--- config.mk ---
export PLATFORM = sky130hd
export DESIGN_NAME = regfile_port_sched_flat
export DESIGN_NICKNAME = d
export VERILOG_FILES = /design/src/rtl/regfile_port_sched_pkg.sv /design/src/rtl/regfile_port_sched_if.sv /design/src/rtl/regfile_port_sched_wr_fifo.sv /design/src/rtl/regfile_port_sched.sv /design/src/flat_wrapper.sv
export SDC_FILE = /design/constraint.sdc
export NUM_CORES = 1
export LEC_CHECK = 0
export CORE_AREA = 2 2 171 173
export CTS_BUF_LIST = sky130_fd_sc_hd__clkbuf_4
export DETAILED_ROUTE_END_ITERATION = 6
export DIE_AREA = 0 0 173 175
export PLACE_DENSITY_LB_ADDON = 0.2
export SYNTH_ARGS = -nofsm -noshare
export SYNTH_HDL_FRONTEND = slang
export SYNTH_SLANG_ARGS = --single-unit
--- constraint.sdc ---
create_clock -name clk -period 5.2 [get_ports clk]
set_input_delay 1.04 -clock clk [delete_from_list [all_inputs] [get_ports clk]]
set_output_delay 1.04 -clock clk [all_outputs]
set_load 0.005 [all_outputs]
--- src/rtl/regfile_port_sched_pkg.sv ---
// Shared widths, queue entry payload and scheduler state for the register-file port scheduler.
package regfile_pkg;

    localparam int unsigned DATA_W = 32;
    localparam int unsigned ADDR_W = 5;
    localparam logic [ADDR_W-1:0] REG_X0 = ADDR_W'(0);

    typedef enum logic {
        READ_PRI = 1'b0,
        FORCE_WR = 1'b1
    } sched_state_e;

    typedef struct packed {
        logic [ADDR_W-1:0] addr;
        logic [DATA_W-1:0] data;
    } wq_entry_t;

endpackage

--- src/rtl/regfile_port_sched_if.sv ---
// Request/response and register-file port bundle; slave = scheduler, master = clients + register file.
interface regfile_port_sched_if;
    import regfile_pkg::*;

    logic              rd_req_valid;
    logic [ADDR_W-1:0] rd_req_addr;
    logic              rd_req_ready;
    logic              rd_rsp_valid;
    logic [DATA_W-1:0] rd_rsp_data;
    logic              wr_req_valid;
    logic [ADDR_W-1:0] wr_req_addr;
    logic [DATA_W-1:0] wr_req_data;
    logic              wr_req_ready;
    logic              rf_r_or_w;
    logic [ADDR_W-1:0] rf_read_addr;
    logic [ADDR_W-1:0] rf_write_addr;
    logic [DATA_W-1:0] rf_write_val;
    logic [DATA_W-1:0] rf_read_value;

    modport slave (
        input  rd_req_valid, rd_req_addr, wr_req_valid, wr_req_addr, wr_req_data, rf_read_value,
        output rd_req_ready, rd_rsp_valid, rd_rsp_data, wr_req_ready,
               rf_r_or_w, rf_read_addr, rf_write_addr, rf_write_val
    );

    modport master (
        output rd_req_valid, rd_req_addr, wr_req_valid, wr_req_addr, wr_req_data, rf_read_value,
        input  rd_req_ready, rd_rsp_valid, rd_rsp_data, wr_req_ready,
               rf_r_or_w, rf_read_addr, rf_write_addr, rf_write_val
    );

endinterface

--- src/rtl/regfile_port_sched_wr_fifo.sv ---
// Circular write-back queue with per-entry address match and youngest-match data for forwarding.
module regfile_wr_fifo
    import regfile_pkg::*;
#(
    parameter int unsigned WQ_DEPTH = 4
) (
    input  logic                clk,
    input  logic                reset,
    input  logic                i_enq,
    input  wq_entry_t           i_enq_entry,
    input  logic                i_deq,
    input  logic [ADDR_W-1:0]   i_q_addr,
    output logic                o_full,
    output logic                o_empty,
    output wq_entry_t           o_head,
    output logic [WQ_DEPTH-1:0] o_match,
    output logic [DATA_W-1:0]   o_byp_data
);

    localparam int unsigned PTR_W = $clog2(WQ_DEPTH);
    localparam int unsigned CNT_W = PTR_W + 1;

    wq_entry_t           r_mem [WQ_DEPTH];
    logic [WQ_DEPTH-1:0] r_vld;
    logic [PTR_W-1:0]    r_wptr;
    logic [PTR_W-1:0]    r_rptr;
    logic [CNT_W-1:0]    r_cnt;
    logic [PTR_W-1:0]    w_idx;
    logic                w_enq_ok;
    logic                w_deq_ok;

    assign o_full   = (r_cnt == CNT_W'(WQ_DEPTH));
    assign o_empty  = (r_cnt == CNT_W'(0));
    assign o_head   = r_mem[r_rptr];
    assign w_enq_ok = i_enq && !o_full;
    assign w_deq_ok = i_deq && !o_empty;

    always_ff @(posedge clk) begin
        if (!reset) begin
            r_wptr <= '0;
            r_rptr <= '0;
            r_cnt  <= '0;
            r_vld  <= '0;
        end else begin
            if (w_enq_ok) begin
                r_wptr        <= r_wptr + PTR_W'(1);
                r_vld[r_wptr] <= 1'b1;
            end
            if (w_deq_ok) begin
                r_rptr        <= r_rptr + PTR_W'(1);
                r_vld[r_rptr] <= 1'b0;
            end
            r_cnt <= r_cnt + CNT_W'(w_enq_ok) - CNT_W'(w_deq_ok);
        end
    end

    always_ff @(posedge clk) begin
        if (w_enq_ok) begin
            r_mem[r_wptr] <= i_enq_entry;
        end
    end

    always_comb begin
        o_match = '0;
        for (int unsigned i = 0; i < WQ_DEPTH; i++) begin
            o_match[i] = r_vld[i] && (r_mem[i].addr == i_q_addr);
        end
    end

    // Walk oldest to youngest so the last hit is the most recent value.
    always_comb begin
        o_byp_data = '0;
        w_idx      = r_rptr;
        for (int unsigned i = 0; i < WQ_DEPTH; i++) begin
            w_idx = r_rptr + PTR_W'(i);
            if (o_match[w_idx]) begin
                o_byp_data = r_mem[w_idx].data;
            end
        end
    end

endmodule

--- src/rtl/regfile_port_sched.sv ---
// Single-port register-file scheduler: read priority, starvation-bounded write queue, RAW ordering.
// Optional REGFILE_BYPASS_EN: hazard reads complete from the youngest queued write instead of stalling.
module regfile_port_sched
    import regfile_pkg::*;
#(
    parameter int unsigned WQ_DEPTH   = 4,
    parameter int unsigned STARVE_MAX = 3
) (
    input  logic                 clk,
    input  logic                 reset,
    regfile_port_sched_if.slave  bus
);

`ifdef REGFILE_BYPASS_EN
    localparam bit BYPASS_EN = 1'b1;
`else
    localparam bit BYPASS_EN = 1'b0;
`endif
    localparam int unsigned STARVE_W = $clog2(STARVE_MAX + 1);

    sched_state_e        r_state;
    sched_state_e        w_state_nxt;
    logic [STARVE_W-1:0] r_starve;
    logic [STARVE_W-1:0] w_starve_nxt;
    logic                w_full;
    logic                w_empty;
    wq_entry_t           w_head;
    wq_entry_t           w_enq_entry;
    logic [WQ_DEPTH-1:0] w_match;
    logic [DATA_W-1:0]   w_byp_data;
    logic [DATA_W-1:0]   w_rsp_data;
    logic                w_enq;
    logic                w_rd_x0;
    logic                w_hazard;
    logic                w_rd_ready;
    logic                w_rd_acc;
    logic                w_rd_port;
    logic                w_rd_byp;
    logic                w_wr_gnt;
    logic                r_rsp_valid;
    logic                r_rsp_zero;
    logic                r_rsp_byp;
    logic [DATA_W-1:0]   r_byp_data;

    assign w_rd_x0     = (bus.rd_req_addr == REG_X0);
    assign w_hazard    = !w_rd_x0 && (|w_match);
    // x0 writes are accepted but never reach the queue.
    assign w_enq       = reset && bus.wr_req_valid && !w_full && (bus.wr_req_addr != REG_X0);
    assign w_enq_entry = '{addr: bus.wr_req_addr, data: bus.wr_req_data};
    assign w_rd_acc    = bus.rd_req_valid && w_rd_ready;

    regfile_wr_fifo #(
        .WQ_DEPTH (WQ_DEPTH)
    ) u_wr_fifo (
        .clk         (clk),
        .reset       (reset),
        .i_enq       (w_enq),
        .i_enq_entry (w_enq_entry),
        .i_deq       (w_wr_gnt),
        .i_q_addr    (bus.rd_req_addr),
        .o_full      (w_full),
        .o_empty     (w_empty),
        .o_head      (w_head),
        .o_match     (w_match),
        .o_byp_data  (w_byp_data)
    );

    always_ff @(posedge clk) begin
        if (!reset) begin
            r_state  <= READ_PRI;
            r_starve <= '0;
        end else begin
            r_state  <= w_state_nxt;
            r_starve <= w_starve_nxt;
        end
    end

    // Grant arbitration; everything stays idle (read x0) while reset is asserted.
    always_comb begin
        w_state_nxt  = r_state;
        w_starve_nxt = '0;
        w_rd_ready   = 1'b0;
        w_rd_port    = 1'b0;
        w_rd_byp     = 1'b0;
        w_wr_gnt     = 1'b0;
        if (reset) begin
            case (r_state)
                READ_PRI: begin
                    w_rd_ready = !w_hazard || BYPASS_EN;
                    w_rd_port  = bus.rd_req_valid && !w_rd_x0 && !w_hazard;
                    w_rd_byp   = bus.rd_req_valid && w_hazard && BYPASS_EN;
                    w_wr_gnt   = !w_empty && !w_rd_port;
                    if (w_rd_port && !w_empty) begin
                        w_starve_nxt = r_starve + STARVE_W'(1);
                    end
                    if ((w_starve_nxt == STARVE_W'(STARVE_MAX)) || (w_full && !w_wr_gnt)) begin
                        w_state_nxt = FORCE_WR;
                    end
                end
                FORCE_WR: begin
                    w_wr_gnt    = !w_empty;
                    w_state_nxt = READ_PRI;
                end
                default: begin
                    w_state_nxt = READ_PRI;
                end
            endcase
        end
    end

    always_ff @(posedge clk) begin
        if (!reset) begin
            r_rsp_valid <= 1'b0;
            r_rsp_zero  <= 1'b0;
            r_rsp_byp   <= 1'b0;
            r_byp_data  <= '0;
        end else begin
            r_rsp_valid <= w_rd_acc;
            r_rsp_zero  <= w_rd_acc && w_rd_x0;
            r_rsp_byp   <= w_rd_byp;
            if (w_rd_byp) begin
                r_byp_data <= w_byp_data;
            end
        end
    end

    always_comb begin
        w_rsp_data = '0;
        if (r_rsp_valid && !r_rsp_zero) begin
            w_rsp_data = r_rsp_byp ? r_byp_data : bus.rf_read_value;
        end
    end

    assign bus.rd_req_ready  = w_rd_ready;
    assign bus.wr_req_ready  = !w_full;
    assign bus.rd_rsp_valid  = r_rsp_valid;
    assign bus.rd_rsp_data   = w_rsp_data;
    assign bus.rf_r_or_w     = !w_wr_gnt;
    assign bus.rf_read_addr  = w_rd_port ? bus.rd_req_addr : REG_X0;
    assign bus.rf_write_addr = w_wr_gnt ? w_head.addr : REG_X0;
    assign bus.rf_write_val  = w_wr_gnt ? w_head.data : DATA_W'(0);

endmodule
--- src/flat_wrapper.sv ---
// flat-port wrapper written by rule: the top's interface ports become plain ports
module regfile_port_sched_flat import regfile_pkg::*;
#(
    parameter int unsigned WQ_DEPTH   = 4,
    parameter int unsigned STARVE_MAX = 3
)
  (clk, reset, bus_rd_req_valid, bus_rd_req_addr, bus_wr_req_valid, bus_wr_req_addr, bus_wr_req_data, bus_rf_read_value, bus_rd_req_ready, bus_rd_rsp_valid, bus_rd_rsp_data, bus_wr_req_ready, bus_rf_r_or_w, bus_rf_read_addr, bus_rf_write_addr, bus_rf_write_val);
  regfile_port_sched_if bus_i ();
  input  logic clk;
  input  logic reset;
  input wire logic [$bits(bus_i.rd_req_valid)-1:0] bus_rd_req_valid;
  input wire logic [$bits(bus_i.rd_req_addr)-1:0] bus_rd_req_addr;
  input wire logic [$bits(bus_i.wr_req_valid)-1:0] bus_wr_req_valid;
  input wire logic [$bits(bus_i.wr_req_addr)-1:0] bus_wr_req_addr;
  input wire logic [$bits(bus_i.wr_req_data)-1:0] bus_wr_req_data;
  input wire logic [$bits(bus_i.rf_read_value)-1:0] bus_rf_read_value;
  output wire logic [$bits(bus_i.rd_req_ready)-1:0] bus_rd_req_ready;
  output wire logic [$bits(bus_i.rd_rsp_valid)-1:0] bus_rd_rsp_valid;
  output wire logic [$bits(bus_i.rd_rsp_data)-1:0] bus_rd_rsp_data;
  output wire logic [$bits(bus_i.wr_req_ready)-1:0] bus_wr_req_ready;
  output wire logic [$bits(bus_i.rf_r_or_w)-1:0] bus_rf_r_or_w;
  output wire logic [$bits(bus_i.rf_read_addr)-1:0] bus_rf_read_addr;
  output wire logic [$bits(bus_i.rf_write_addr)-1:0] bus_rf_write_addr;
  output wire logic [$bits(bus_i.rf_write_val)-1:0] bus_rf_write_val;
  assign bus_i.rd_req_valid = bus_rd_req_valid;
  assign bus_i.rd_req_addr = bus_rd_req_addr;
  assign bus_i.wr_req_valid = bus_wr_req_valid;
  assign bus_i.wr_req_addr = bus_wr_req_addr;
  assign bus_i.wr_req_data = bus_wr_req_data;
  assign bus_i.rf_read_value = bus_rf_read_value;
  assign bus_rd_req_ready = bus_i.rd_req_ready;
  assign bus_rd_rsp_valid = bus_i.rd_rsp_valid;
  assign bus_rd_rsp_data = bus_i.rd_rsp_data;
  assign bus_wr_req_ready = bus_i.wr_req_ready;
  assign bus_rf_r_or_w = bus_i.rf_r_or_w;
  assign bus_rf_read_addr = bus_i.rf_read_addr;
  assign bus_rf_write_addr = bus_i.rf_write_addr;
  assign bus_rf_write_val = bus_i.rf_write_val;
  regfile_port_sched #(.WQ_DEPTH(WQ_DEPTH), .STARVE_MAX(STARVE_MAX)) u_core (.clk(clk), .reset(reset), .bus(bus_i));
endmodule
==> flow_summary.yaml, run 1 <==
cts:
  post_cts_sizing_count: 0
  clkSinkCount: 166
  root_driver: "sky130_fd_sc_hd__clkbuf_4"
  cts_hold_buf: 0
  cts_post_setup_buffers_inserted: 0
  cts_buffers: 17
  clock_path_buffers: 2
  cts_tree: "yes"
  clock_transition_time_at_the_flip_flop_clock_pins_of_the_worst_setup_and_hold_paths_ns: 0.13
  htree_num_levels: 4
  clock_insertion_delay_worst_skew_ns: 0.53
synthesis:
  yosysWarningCount: 0
  synth.ff_latch_count: 166
  netlist_instances: 402
  post_synth_num_cell_types: 34
  syn_avg_cell_area_um2: 17.4
  synth.net_count: 491
  ys_seq_area_frac: 0.688
  mappedNetlistArea_um2: 6980
grt:
  grt_antenna_before_repair: 2
  grtUsageTotal: 0.115
  pin_count_of_the_biggest_net_entering_global_routing: 38
  globalRouteOverflowTotal: 0
  first_pass_grt_wire_length_mm: 26.2
  vias_in_the_first_global_route: 4434
worst_setup_path:
  critical_path_arrival_ns: 3.76
  worst_r2r_startpoint: "u_core.u_wr_fifo.r_mem[3][35]"
  critPathCaptureType: "output port"
  timing.critical_path.from_type: "input port"
  crit_path_start: "bus_rd_req_addr[0]"
  maximum_net_fanout_on_the_critical_path: 23
  timing.setup.critical_path_class: "input port to output port"
  data_required_time_of_the_worst_path_ns: 4.16
placed_design:
  dp.cells: 927
  placed_cell_area_um2: 8990
  detailedPlace.worstSlack_ns: 0.365
  globalplace.congestion: 0.905
  numPortBuffers: 155
  dp_hpwl_mm: 11.4
final_layout:
  final_layout_size_suffix_gt1_frac: 0.142
  final_design_area_no_fill_um2: 9220
  flow.area_growth_from_synthesis_pct: 32.1
  multi_input_comb_area_um2: 2040
  commonest_non_fill_non_tap_cells_in_the_layout: "sky130_fd_sc_hd__clkdlybuf4s50_1, sky130_fd_sc_hd__edfxtp_1, sky130_fd_sc_hd__nor2b_1"
  nFillCells: 2798
  finish.cell_count_without_fillers: 958
  final-seq-area_um2: 4810
  layout.cells.most_common: "sky130_fd_sc_hd__clkdlybuf4s50_1"
  final_nets: 651
routing:
  dr_total_vias: 4010
  postRouteWirelength_mm: 16.9
  drt-vias-per-instance: 4.19
  route.antenna.remaining_nets: 0
  firstDrtPassIters: 4
  drt_drc_violations_left: 0
  dr.first_iter.drc_count: 164
  avgRoutedWirePerCell_um: 17.6
power:
  cellPowerDensity_nw_per_um2: 329
  power.leakage_uw: 0.00294
  ir_drop_mv: 0.199
timing:
  final.period_utilization: 0.923
  relSlewSlack: 0.439
  setup_ws_ns: 0.401
  setup_viol_count_final: 0
  clock-skew-final_ns: 0.0209
  max_freq_ghz: 0.208
  setup-tns-final_ns: 0
  grt_setup_unrepaired: "no"
  hold_viol: 0
  tightest_pin_transition_ns: 0.841
  fin_crit_ns: 4.80
  final-max-slew-violation-count: 0
  fin_hold_ws_ns: 0.495
job:
  timing.max_cap.violations: 0
floorplanning:
  placeable_core_region_um2: 28400
  die-height_um: 175
  die-area_um2: 30300
  std_cell_rows: 62
  starting_density_of_the_core: 0.246
  pin_count: 156
  die_x_um: 173
run_status:
  outcome: "finished, final reports clean"
min_path:
  hp_start: "u_core.r_starve[1]"
  hold_path.class: "flop to flop"
==> layout make-up <==
type,count,area share
diodes,2,0.000543
clock buffers,19,0.0155
multi-input cells,205,0.221
well taps,384,0.0521
flip-flops and latches,166,0.522
repair buffers,163,0.176
inverters,9,0.00366
clock inverters,10,0.00936
==> registers in the layout, indices dropped and copies added (netlist names), 2 cells and up, named ones only <==
signal                   count
u_core.u_wr_fifo.r_wptr      2
u_core.r_starve              2
u_core.u_wr_fifo.r_rptr      2
u_core.u_wr_fifo.r_cnt       3
u_core.u_wr_fifo.r_vld       4
u_core.u_wr_fifo.r_mem     148
==> metrics by stage <==
stage,total power [uW],utilization
finish,3040,0.325
global placement,2440,0.317
global route,3220,0.325
detailed placement,2450,0.317
CTS,3100,0.325
floorplan,2090,-
==> logic make-up after synthesis <==
family / synth area share
buffers and inverters: 0.0203
AOI/OAI and AO/OA: 0.0149
DFF: 0.688
xor gates and xnor gates: 0.0301
adders and majority gates: 0.0208
muxes: 0.121
and+or+nand+nor: 0.105
==> routing by layer <==
layer,vias to the layer above,global-route usage,wire (um)
li1,1843,-,-
met2,157,0.194,8110
met1,1998,0.138,7450
met3,12,0.0446,1140
met4,0,0.0286,216
met5,-,0,0
==> critical path: stages <==
cell                              delay [ns]
sky130_fd_sc_hd__clkdlybuf4s50_1        0.69
sky130_fd_sc_hd__xor2_1                 0.19
sky130_fd_sc_hd__nor4_1                 0.06
sky130_fd_sc_hd__and3_1                 0.20
sky130_fd_sc_hd__nor4_4                 0.40
sky130_fd_sc_hd__a21bo_4                0.43
sky130_fd_sc_hd__buf_12                 0.21
sky130_fd_sc_hd__nor2b_1                0.06
sky130_fd_sc_hd__clkdlybuf4s50_1        0.45
==> power by group <==
group	switching (uW)	total, uW	internal, uW
clock network	408	644	235
logic	268	730	462
registers	134	1660	1530
total	810	3040	2230
==> path summary, 6_finish.rpt <==
check,to,slack [ns],cells after the start
setup reg to reg,u_core.u_wr_fifo.r_cnt[2],2.12,13
setup / recovery,bus_rf_write_addr[0],0.40,9
hold reg to reg,u_core.r_state,0.50,2
hold / removal,u_core.r_state,0.50,2
==> Yosys cell counts <==
library cell	count	area (um2)
sky130_fd_sc_hd__nor3b_1	2	15.0
sky130_fd_sc_hd__nor3_1	4	20.0
sky130_fd_sc_hd__or4_1	1	7.51
sky130_fd_sc_hd__or3_1	1	6.26
sky130_fd_sc_hd__dfxtp_1	18	360
sky130_fd_sc_hd__buf_2	11	55.1
sky130_fd_sc_hd__o21ai_0	4	20.0
sky130_fd_sc_hd__nand2_1	5	18.8
sky130_fd_sc_hd__nor2b_1	40	250
sky130_fd_sc_hd__inv_1	9	33.8
sky130_fd_sc_hd__mux2i_1	1	10.0
sky130_fd_sc_hd__nor2_1	4	15.0
sky130_fd_sc_hd__buf_6	1	11.3
sky130_fd_sc_hd__nand3_1	3	15.0
sky130_fd_sc_hd__and3_1	9	56.3
sky130_fd_sc_hd__ha_1	10	125
sky130_fd_sc_hd__nor2_2	1	6.26
sky130_fd_sc_hd__edfxtp_1	148	4440
sky130_fd_sc_hd__buf_4	1	7.51
sky130_fd_sc_hd__a21oi_1	1	5.00
sky130_fd_sc_hd__o2111a_1	1	11.3
sky130_fd_sc_hd__or4_4	1	11.3
sky130_fd_sc_hd__xnor2_1	8	70.1
sky130_fd_sc_hd__nor4_1	4	25.0
sky130_fd_sc_hd__and2_1	41	257
sky130_fd_sc_hd__o221ai_1	3	26.3
sky130_fd_sc_hd__nor4_4	1	21.3
sky130_fd_sc_hd__clkbuf_1	9	33.8
sky130_fd_sc_hd__mux4_2	37	833
sky130_fd_sc_hd__fa_1	1	20.0
sky130_fd_sc_hd__a31oi_1	4	25.0
sky130_fd_sc_hd__nand3b_1	1	7.51
sky130_fd_sc_hd__a21bo_4	1	16.3
sky130_fd_sc_hd__xor2_1	16	140
Note: power is estimated with default switching activity, not from simulation.
==> run 2, diff against run 1 <==
--- a/config.mk
+++ b/config.mk
@@ -5,6 +5,7 @@
 export SDC_FILE = /design/constraint.sdc
 export NUM_CORES = 1
 export LEC_CHECK = 0
+export CAP_MARGIN = 20
 export CORE_AREA = 2 2 171 173
 export CTS_BUF_LIST = sky130_fd_sc_hd__clkbuf_4
 export DETAILED_ROUTE_END_ITERATION = 6
==> constraint.sdc (replaced) <==
create_clock -name clk -period 5.15 [get_ports clk]
set_input_delay 1.03 -clock clk [delete_from_list [all_inputs] [get_ports clk]]
set_output_delay 1.03 -clock clk [all_outputs]
set_load 0.005 [all_outputs]
==> flow_summary.yaml, run 2 (same netlist as run 1, synthesis figures left out) <==
routing:
  firstDrtPassIters: 4
  avgRoutedWirePerCell_um: 17.8
  drt_drc_violations_left: 0
  dr_total_vias: 4060
  postRouteWirelength_mm: 17.0
  route.antenna.remaining_nets: 0
  dr.first_iter.drc_count: 94
  drt-vias-per-instance: 4.23
power:
  share_comb_of_total_power: 0.236
  internal-power_uw: 2310
  p_seq_frac: 0.523
  power_frac_clock: 0.241
  sw_frac_of_total: 0.273
  power.leakage_uw: 0.00298
  post-layout-total-power_uw: 3190
  cellPowerDensity_nw_per_um2: 343
  ir_drop_mv: 0.202
  switching_power_uw: 870
timing:
  final-max-slew-violation-count: 0
  relSlewSlack: 0.435
  setup-tns-final_ns: 0
  clock-skew-final_ns: 0.0207
  max_freq_ghz: 0.209
  tightest_pin_transition_ns: 0.848
  setup_viol_count_final: 0
  final.period_utilization: 0.930
  fin_crit_ns: 4.79
  hold_viol: 0
  grt_setup_unrepaired: "no"
min_path:
  hold_path.class: "flop to flop"
  min_path_cells: 2
final_layout:
  commonest_non_fill_non_tap_cells_in_the_layout: "sky130_fd_sc_hd__clkdlybuf4s50_1, sky130_fd_sc_hd__edfxtp_1, sky130_fd_sc_hd__nor2b_1"
  max_flop_register: "u_core.u_wr_fifo.r_mem"
  flow.area_growth_from_synthesis_pct: 33.0
  final_nets: 651
  layout.cells.most_common: "sky130_fd_sc_hd__clkdlybuf4s50_1"
  flip_flop_count_of_the_largest_register_all_copies_and_words_added: 148
  finish.cell_count_without_fillers: 960
  final_layout_size_suffix_gt1_frac: 0.150
  largestRegisters: "u_core.u_wr_fifo.r_mem (148), u_core.u_wr_fifo.r_vld (4), u_core.u_wr_fifo.r_cnt (3)"
cts:
  clock_insertion_delay_worst_skew_ns: 0.54
  root_driver: "sky130_fd_sc_hd__clkbuf_4"
  post_cts_sizing_count: 0
  cts_buffers: 17
  cts_tree: "yes"
  cts_hold_buf: 0
  clock_path_buffers: 2
  clock_transition_time_at_the_flip_flop_clock_pins_of_the_worst_setup_and_hold_paths_ns: 0.14
  cts_post_setup_buffers_inserted: 0
  htree_num_levels: 4
  clkSinkCount: 166
worst_setup_path:
  critical_path.cell_chain: "clkdlybuf4s50_1 -> xor2_1 -> nor4_1 -> and3_1 -> nor4_4 -> a21bo_4 -> buf_12 -> nor2b_1 -> clkdlybuf4s50_1"
  maximum_net_fanout_on_the_critical_path: 23
  r2r-end: "u_core.u_wr_fifo.r_cnt[2]"
  worst_path_largest_cell_delay_ns: 0.70
  critPathCaptureType: "output port"
  timing.setup.critical_path_class: "input port to output port"
  data_required_time_of_the_worst_path_ns: 4.12
  crit_path_start: "bus_rd_req_addr[0]"
  slowest_stage: "sky130_fd_sc_hd__clkdlybuf4s50_1"
  rr_worst_depth: 13
  cpMostUsedCell: "sky130_fd_sc_hd__clkdlybuf4s50_1"
  timing.critical_path.from_type: "input port"
  r2r_slack_ns: 2.05
  endpoint: "bus_rf_write_addr[0]"
  critical_path_arrival_ns: 3.76
  worst_r2r_startpoint: "u_core.u_wr_fifo.r_mem[2][35]"
placed_design:
  dp.cells: 927
  numPortBuffers: 155
  dp_hpwl_mm: 11.5
  globalplace.congestion: 0.897
floorplanning:
  placeable_core_region_um2: 28400
  die-height_um: 175
  die-area_um2: 30300
  die_x_um: 173
  starting_density_of_the_core: 0.246
  std_cell_rows: 62
  pin_count: 156
grt:
  vias_in_the_first_global_route: 4449
  grtUsageTotal: 0.115
  pin_count_of_the_biggest_net_entering_global_routing: 38
  first_pass_grt_wire_length_mm: 26.3
  grt_antenna_before_repair: 1
  globalRouteOverflowTotal: 0
job:
  timing.max_cap.violations: 0
run_status:
  outcome: "finished, final reports clean"
==> run 2: cell count changes in the layout (fill, tap and decap cells not counted), sizes merged <==
cell,change
bufinv,+1
clkbuf,-1
clkinv,-1
clkinvlp,-1
diode,-1
inv,+5
==> run 2: worst min path at each step <==
stage	startpoint	endpoint	slack (ns)
6_report	u_core.r_starve[1]	u_core.r_state	0.49
5_1_grt	u_core.r_starve[1]	u_core.r_state	0.53
4_1_cts	u_core.r_starve[1]	u_core.r_state	0.50
3_5_place_dp	u_core.r_starve[1]	u_core.r_state	0.48
3_3_place_gp	u_core.r_starve[0]	u_core.r_starve[0]	0.46
2_1_floorplan	u_core.r_starve[0]	u_core.r_starve[0]	0.45
==> run 2: power by group through the flow <==
stage	Combinational, uW	Clock, uW	Sequential [uW]
2_1_floorplan	515	0	1600
3_3_place_gp	726	0	1730
3_5_place_dp	767	0	1710
4_1_cts	773	805	1680
5_1_grt	823	847	1690
6_report	753	766	1670
==> run 2: per-layer routing <==
metal  track usage  wire length [um]
met1         0.139              7610
met2         0.198              8300
met3        0.0407              1010
met4        0.0222               115
met5             0                 0
==> run 2: metrics by stage <==
stage | util | setup WS (ns) | hold WS, ns | area [um2]
floorplan | - | 1.65 | 0.446 | 6980
global placement | 0.316 | 0.364 | 0.457 | 8980
detailed placement | 0.317 | 0.316 | 0.477 | 9000
CTS | 0.327 | 0.312 | 0.496 | 9280
global route | 0.327 | 0.173 | 0.533 | 9280
finish | 0.327 | 0.361 | 0.490 | 9290
==> run 2: layout make-up <==
| type | count | area [um2] |
|---|---|---|
| Fill cell | 2814 | 19100 |
| Timing Repair Buffer | 163 | 1640 |
| Tap cell | 384 | 480 |
| Antenna cell | 1 | 2.50 |
| Multi-Input combinational cell | 205 | 2040 |
| Inverter | 9 | 33.8 |
| Clock buffer | 18 | 135 |
| Clock inverter | 14 | 149 |
| Sequential cell | 166 | 4810 |
==> run 2: worst max-delay path: cells and delay by family <==
family,cells,cell delay [ns]
buffers and inverters,3,1.36
AND/OR/NAND/NOR,4,0.73
XOR/XNOR,1,0.18
AO/OA/AOI/OAI,1,0.43
